[config.mk]
export PLATFORM = sky130hd
export DESIGN_NAME = lsu_bus_ctrl
export DESIGN_NICKNAME = d
export VERILOG_FILES = /design/src/rtl/riscv_mem_pkg.sv /design/src/rtl/lsu_align.sv /design/src/rtl/lsu_bus_ctrl.sv
export SDC_FILE = /design/constraint.sdc
export NUM_CORES = 1
export LEC_CHECK = 0
export ABC_AREA = 1
export CAP_MARGIN = 20
export CORE_UTILIZATION = 49
export CTS_CLUSTER_DIAMETER = 60
export DETAILED_ROUTE_END_ITERATION = 6
export PLACE_DENSITY = 0.84
export SYNTH_ARGS = -nofsm -noshare
export SYNTH_HDL_FRONTEND = slang
export SYNTH_SLANG_ARGS = --single-unit
[constraint.sdc]
create_clock -name clk -period 4.1 [get_ports clk]
set_input_delay 0.615 -clock clk [delete_from_list [all_inputs] [get_ports clk]]
set_output_delay 0.615 -clock clk [all_outputs]
set_load 0.02 [all_outputs]
[src/rtl/riscv_mem_pkg.sv]
// riscv_mem_pkg: load/store access encodings, LSU state type and alignment helper
package riscv_mem_pkg;
  localparam logic [2:0] F3_B  = 3'b000;
  localparam logic [2:0] F3_H  = 3'b001;
  localparam logic [2:0] F3_W  = 3'b010;
  localparam logic [2:0] F3_BU = 3'b100;
  localparam logic [2:0] F3_HU = 3'b101;
  typedef enum logic [1:0] {IDLE, REQ, WAIT_RSP, DONE} lsu_state_t;
  function automatic logic is_misaligned(input logic [2:0] f3, input logic [1:0] a);
    return ((f3 == F3_H || f3 == F3_HU) && a[0]) || (f3 == F3_W && a != 2'b00);
  endfunction
endpackage

[src/rtl/lsu_align.sv]
// lsu_align: store lane steering with byte enables, load lane extraction with sign/zero extension
module lsu_align
  import riscv_mem_pkg::*;
#(
  parameter int XLEN = 32
) (
  input  logic [2:0]      funct3,
  input  logic [1:0]      off,
  input  logic [XLEN-1:0] wdata,
  output logic [XLEN-1:0] wdata_lane,
  output logic [3:0]      wstrb,
  input  logic [XLEN-1:0] rdata_word,
  output logic [XLEN-1:0] rdata_ext
);
  logic [15:0] sh;
  always_comb begin
    sh = 16'(rdata_word >> {off, 3'b000});
    wdata_lane = funct3[1:0] == 2'b00 ? {4{wdata[7:0]}} : funct3[1:0] == 2'b01 ? {2{wdata[15:0]}} : wdata;
    wstrb = funct3[1:0] == 2'b00 ? 4'b0001 << off : funct3[1:0] == 2'b01 ? 4'b0011 << off : 4'b1111;
    rdata_ext = funct3 == F3_B  ? {{24{sh[7]}}, sh[7:0]} :
                funct3 == F3_H  ? {{16{sh[15]}}, sh} :
                funct3 == F3_BU ? {24'b0, sh[7:0]} :
                funct3 == F3_HU ? {16'b0, sh} : rdata_word;
  end
endmodule

[src/rtl/lsu_bus_ctrl.sv]
// lsu_bus_ctrl: load/store unit running a valid/ready bus transaction and stalling the core until it completes
module lsu_bus_ctrl
  import riscv_mem_pkg::*;
#(
  parameter int XLEN           = 32,
  parameter int TIMEOUT_CYCLES = 255
) (
  input  logic            clk,
  input  logic            rst_n,
  input  logic            mem_read,
  input  logic            mem_write,
  input  logic [2:0]      funct3,
  input  logic [XLEN-1:0] addr,
  input  logic [XLEN-1:0] wdata,
  output logic            stall,
  output logic [XLEN-1:0] rdata,
  output logic            done,
  output logic            err,
  output logic            bus_req_valid,
  input  logic            bus_req_ready,
  output logic            bus_we,
  output logic [XLEN-1:0] bus_addr,
  output logic [XLEN-1:0] bus_wdata,
  output logic [3:0]      bus_wstrb,
  input  logic            bus_rsp_valid,
  input  logic [XLEN-1:0] bus_rdata
);
  lsu_state_t state;
  logic [2:0] f3_q;
  logic [1:0] off_q;
  logic to_q;
  logic [15:0] cnt;
  logic req, bad, acc;
  logic [XLEN-1:0] wd_lane, rd_ext;
  logic [3:0] strb;
  lsu_align #(.XLEN(XLEN)) u_align (
    .funct3     (state == IDLE ? funct3 : f3_q),
    .off        (state == IDLE ? addr[1:0] : off_q),
    .wdata      (wdata),
    .wdata_lane (wd_lane),
    .wstrb      (strb),
    .rdata_word (bus_rdata),
    .rdata_ext  (rd_ext)
  );
  always_comb begin
    req = mem_read | mem_write;
    bad = (mem_read & mem_write)
        | (mem_write ? !(funct3 inside {F3_B, F3_H, F3_W}) : !(funct3 inside {F3_B, F3_H, F3_W, F3_BU, F3_HU}))
        | is_misaligned(funct3, addr[1:0]);
    acc = state == IDLE && req && !bad;
    stall = acc || state == REQ || state == WAIT_RSP;
    err = (state == IDLE && req && bad) || (state == DONE && to_q);
    done = state == DONE;
    bus_req_valid = state == REQ;
  end
  always_ff @(posedge clk) begin
    if (!rst_n) begin
      state     <= IDLE;
      f3_q      <= '0;
      off_q     <= '0;
      to_q      <= 1'b0;
      cnt       <= '0;
      rdata     <= '0;
      bus_we    <= 1'b0;
      bus_addr  <= '0;
      bus_wdata <= '0;
      bus_wstrb <= '0;
    end else begin
      case (state)
        IDLE: if (acc) begin
          state     <= REQ;
          f3_q      <= funct3;
          off_q     <= addr[1:0];
          bus_we    <= mem_write;
          bus_addr  <= {addr[XLEN-1:2], 2'b00};
          bus_wdata <= mem_write ? wd_lane : '0;
          bus_wstrb <= mem_write ? strb : 4'b0000;
        end
        REQ: if (bus_req_ready) begin
          state <= WAIT_RSP;
          cnt   <= '0;
        end
        WAIT_RSP: if (bus_rsp_valid) begin
          state <= DONE;
          to_q  <= 1'b0;
          rdata <= bus_we ? '0 : rd_ext;
        end else if (cnt + 16'd1 == 16'(TIMEOUT_CYCLES)) begin
          state <= DONE;
          to_q  <= 1'b1;
          rdata <= '0;
        end else begin
          cnt <= cnt + 16'd1;
        end
        default: state <= IDLE;
      endcase
    end
  end
endmodule

==> results.cfg, run 1 <==
[global_route]
globalRouteOverflowTotal = 0
antenna_found_initial = 0
use_met3 = 0.0881
grt_max_degree = 73
grtUsageMet1 = 0.354
track_usage = 0.297
grt_pass1_wl_um = 31600
grt_util_met2 = 0.497
grt_busiest_layer = met2
grt_pass1_vias = 6535

[place]
dpl.hpwl_um = 13700
place.gp.congestion = 0.921
dpl_cell_area_um2 = 8600
io_buffers = 207

[critical_path]
crit_type = reg -> out
cp_slowest_stage_delay_ns = 0.64
cp-end-kind = output port
reg2reg_depth = 11
cp_common_cell = inv_1
crit_slowest_cell = clkdlybuf4s50_1
cp.arrival_ns = 2.44
r2r-end = rdata[26]$_SDFFE_PN0P_
path_buf_inv = 3
rrSetupSlack_ns = 1.07
cp.required_ns = 3.48
rr_startpoint = state[0]$_SDFFE_PN0P_
critPathMaxFanout = 12
cp-start-kind = flop
crit_chain = inv_1 > ha_1 > o21ai_0 > inv_1 > nand3_2 > nand3_1 > clkdlybuf4s50_1
cp_top_family = buffers and inverters

[route]
vias = 7231
drt-pass1-iter-count = 5
routedWlPerCell_um = 14.7
drc = 0
routed_via_density = 5.31
drt-total-wl_um = 20000
antenna_left = 0
drt_iter0_markers = 611

[clocking]
post_cts_resize_count = 0
cts_hold_buf = 0
cts-root-buf = clkbuf_16
clk_pin_slew_worst_paths_ns = 0.05
clk_path_buf_depth = 2
cts_tree = done
clk_latency_ns = 0.42
cts_setup_buffers = 0
cts_made_buffers = 17
cts_max_level = 4
cts_sinks = 123

[finish]
drive_above_1_share = 0.0571
nets = 1296
syn_to_final_growth_pct = 41.3
fillCellCount = 1039
antenna_cells = 0
final_area_um2 = 9160

[sta]
slew_headroom = 0.462
final_hold_viol_count = 0
setup_violations = 0
tns_ns = 0
grt_setup_unrepaired = false
drv_slew = 0
fin_crit_sh = 0.746
worst_slew_pin_slew_ns = 0.805
period_needed_ns = 3.06
clock_skew_ns = 0.00961
fmax_mhz = 327

[worst_hold_path]
hold_path.class = reg -> reg
worstHoldStart = bus_wdata[9]$_SDFFE_PN0P_
min_path_cells = 2
min_to = bus_wdata[9]$_SDFFE_PN0P_

[logic_synthesis]
synth_seq_cells = 123
synth_flop_cell = dfxtp_1
ys_types = 34
syn_area_um2 = 6480
synth_edf_count = 0
synth_top_area_share = 0.380
syn_inst = 999
synthMostInstantiatedCell = nand2_1
yosys-top-cells-count = 292 x nand2_1, 123 x dfxtp_1, 116 x nor2_1
synth_top_area_cell = dfxtp_1
syn_area_per_cell_um2 = 6.49
async_reset_ff_frac = 0
synth_warnings = 0
synth_area_leaders = dfxtp_1 38%, nand2_1 17%, a21oi_1 7.3%, nor2_1 6.7%, o21ai_0 6.6%
ys_seq_area_frac = 0.380

[status]
status = complete, no violations

[power]
p_leak_nw = 3.65
fin_total_pwr_mw = 5.18
ir_drop_v = 0.000369
powerDensity_nw_per_um2 = 566

[floorplanning]
io_pins = 210
core_um2 = 12800
num_rows = 41
start_util = 0.507
die-area_um2 = 13700
die_width_um = 117
die_height_um = 117

[job]
drv_cap = 0
-- cell usage in the layout (no fill, tap or decap), types with 3 or more instances in the layout --
cell and instances:
nand2_2 4, clkinv_2 6, nor2_2 5, nand4_1 22, o21ai_1 4, inv_1 73
clkbuf_16 17, dfxtp_1 123, nand3_1 63, o21ai_0 86, inv_2 6, nor2_4 3
clkdlybuf4s50_1 207, buf_4 14, o211ai_1 20, nand2_1 292, nor2_1 115, a21oi_1 95
ha_1 11
-- report_power, final --
group          switching, mW  total [mW]  internal, mW
clock                  0.527        1.44         0.911
combinational           1.42        2.22         0.804
sequential             0.140        1.52          1.38
-- worst max path at each step --
stage | endpoint | slack [ns] | start | depth (start not counted)
final | stall | 1.04 | state[0]$_SDFFE_PN0P_ | 7
after global placement | rdata[9]$_SDFFE_PN0P_ | 1.02 | funct3[0] | 11
after global routing | rdata[26]$_SDFFE_PN0P_ | 0.73 | state[0]$_SDFFE_PN0P_ | 11
after CTS | stall | 1.05 | state[0]$_SDFFE_PN0P_ | 7
after floorplan | stall | 1.78 | state[0]$_SDFFE_PN0P_ | 8
after detailed placement | rdata[9]$_SDFFE_PN0P_ | 1.0 | funct3[0] | 11
-- logic make-up (layout without fill, tap and decap cells) --
kind of cell,after synthesis,in the layout,share of synthesized area
AO/OA/AOI/OAI,214,214,0.178
other,1,2,0.000578
adder cells (fa/ha/maj),11,11,0.0212
buffers and inverters,140,331,0.0901
AND/OR/NAND/NOR,510,510,0.330
flip-flops,123,123,0.380
-- through the flow --
stage / hold WS, ns / std cells / worst slack [ns] / util
2_1_floorplan: 0.447 / 1000 / 1.78 / -
3_3_place_gp: 0.450 / 1333 / 1.02 / 0.673
3_5_place_dp: 0.454 / 1333 / 0.997 / 0.673
4_1_cts: 0.463 / 1363 / 1.05 / 0.717
5_1_grt: 0.475 / 1363 / 0.729 / 0.717
6_report: 0.462 / 1363 / 1.04 / 0.717
-- sequential cells by signal, summed over array words and instances, names as in the netlist, 2 cells and up --
signal	count
bus_addr	30
bus_wdata	32
bus_wstrb	4
cnt	16
f3_q	3
off_q	2
rdata	32
state	2
-- worst register-to-register path: cells and delay by family, from the launching register on --
| kind | cells | cell delay (ns) |
|---|---|---|
| flip-flops | 1 | 0.38 |
| AND/OR/NAND/NOR | 4 | 0.69 |
| AO/OA/AOI/OAI | 4 | 1.18 |
| buffers and inverters | 2 | 0.35 |
| adder cells (fa/ha/maj) | 1 | 0.35 |
-- layer usage --
metal  up-vias  part of all wire
li1       3608                 -
met3        47             0.087
met2       331              0.47
met5         -                 0
met1      3245              0.41
met4         0             0.033
-- area by class of cell --
type,instances,area [um^2],share of cell area
clock buffers,21,460,0.0503
clock inverters,9,97.6,0.0107
inverters,80,300,0.0328
multi-input cells,737,3450,0.376
flip-flops and latches,123,2460,0.269
well taps,172,215,0.0235
repair buffers,221,2180,0.238
No activity file was read; power rests on OpenSTA's default activity.
==> run 2, diff against run 1 <==
- CORE_UTILIZATION: 49 -> 47
- PLACE_DENSITY: 0.84 -> 0.81
- clock period: 4.1 -> 3.2 ns (I/O delays scaled with it)
==> results.cfg, run 2 (synthesis gave the netlist of run 1 again) <==
[status]
status = complete, no violations

[floorplanning]
core_um2 = 13300
die_width_um = 119
num_rows = 42
start_util = 0.486
die-area_um2 = 14300
die_height_um = 119
io_pins = 210

[global_route]
globalRouteOverflowTotal = 0
grt_max_degree = 52
grt_pass1_vias = 6600
track_usage = 0.279
antenna_found_initial = 0
grt_pass1_wl_um = 31900

[finish]
syn_to_final_growth_pct = 43.2
layout_common_cells = 292 x nand2_1, 207 x clkdlybuf4s50_1, 123 x dfxtp_1
reg_top3 = bus_wdata (32), rdata (32), bus_addr (30)
drive_above_1_share = 0.0666
layout_commonest_cell = nand2_1
nets = 1304
antenna_cells = 0
instances_no_fill = 1377

[job]
drv_cap = 0

[critical_path]
rr_startpoint = state[0]$_SDFFE_PN0P_
rrSetupSlack_ns = 0.40
r2r-end = rdata[24]$_SDFFE_PN0P_
reg2reg_depth = 12
cp.required_ns = 2.72
cp_top_family = buffers and inverters
path_buf_inv = 3
crit_slowest_cell = clkdlybuf4s50_1
cp-end-kind = output port
cp.arrival_ns = 2.38
cp-start-kind = flop
crit_chain = inv_1 > ha_1 > o21ai_0 > inv_1 > nand3_2 > nand3_1 > clkdlybuf4s50_1
critPathMaxFanout = 12
cp_common_cell = inv_1
crit_type = reg -> out
cp_slowest_stage_delay_ns = 0.64

[route]
routed_via_density = 5.29
drt_iter0_markers = 612
vias = 7291
drt-total-wl_um = 20000
routedWlPerCell_um = 14.5
drc = 0
antenna_left = 0
drt-pass1-iter-count = 6

[power]
fin_total_pwr_mw = 6.72
powerDensity_nw_per_um2 = 725
ir_drop_v = 0.000474
p_leak_nw = 3.70

[sta]
fmax_mhz = 349
slew_headroom = 0.546
fin_crit_sh = 0.895
clock_skew_ns = 0.00583
final_hold_viol_count = 0
setup_violations = 0
worst_slew_pin_slew_ns = 0.679
grt_setup_unrepaired = false
period_needed_ns = 2.86
tns_ns = 0
drv_slew = 0

[worst_hold_path]
hold_path.class = reg -> reg
worstHoldStart = bus_wdata[0]$_SDFFE_PN0P_
min_to = bus_wdata[0]$_SDFFE_PN0P_
min_path_cells = 2

[clocking]
cts-root-buf = clkbuf_16
cts_made_buffers = 17
cts_hold_buf = 0
cts_sinks = 123
cts_tree = done
cts_setup_buffers = 0
clk_path_buf_depth = 2
cts_max_level = 4
post_cts_resize_count = 0
clk_pin_slew_worst_paths_ns = 0.06
clk_latency_ns = 0.42

[place]
place.gp.congestion = 0.901
dpl.hpwl_um = 14100
place_inst = 1345
io_buffers = 207
[run 2: tightest hold or removal path, stage by stage (launching register included)]
cell and delay, ns:
dfxtp_1 0.31, nand2_1 0.06, a21oi_1 0.05
[run 2: cell type report]
type	instances	area, um^2
clock inverters	13	141
multi-input cells	737	3450
fillers	1184	4070
repair buffers	229	2260
clock buffers	19	443
flip-flops and latches	123	2460
well taps	176	220
inverters	80	300
[run 2: metal layers]
layer  GRT usage  routed length (um)  share of wire
met2       0.460                9400           0.47
met1       0.348                8490           0.42
met4       0.116                 541          0.027
met3      0.0651                1540          0.077
met5           0                   0              0
[run 2: worst max path at each step]
stage,startpoint,end,slack [ns],cells past startpoint
finish,state[0]$_SDFFE_PN0P_,stall,0.34,7
global route,state[1]$_SDFFE_PN0P_,rdata[24]$_SDFFE_PN0P_,0.1,12
CTS,state[0]$_SDFFE_PN0P_,stall,0.34,7
detailed placement,funct3[0],rdata[24]$_SDFFE_PN0P_,0.43,12
global placement,funct3[0],rdata[9]$_SDFFE_PN0P_,0.49,13
floorplan,state[0]$_SDFFE_PN0P_,stall,1.02,8
[run 2: through the flow]
step	hold slack, ns	area (um^2)	setup WS (ns)	utilization
global placement	0.451	8700	0.492	0.651
finish	0.463	9280	0.335	0.695
global route	0.482	9280	0.0969	0.695
CTS	0.466	9280	0.339	0.695
floorplan	0.447	6490	1.02	-
detailed placement	0.455	8700	0.430	0.651
[run 2: power by group]
group | leakage [nW] | internal, mW | total (mW) | switching [mW]
sequential | 0.999 | 1.77 | 1.95 | 0.187
clock | 0.280 | 1.17 | 1.90 | 0.729
combinational | 2.42 | 1.06 | 2.87 | 1.81
total | 3.70 | 4.00 | 6.72 | 2.72
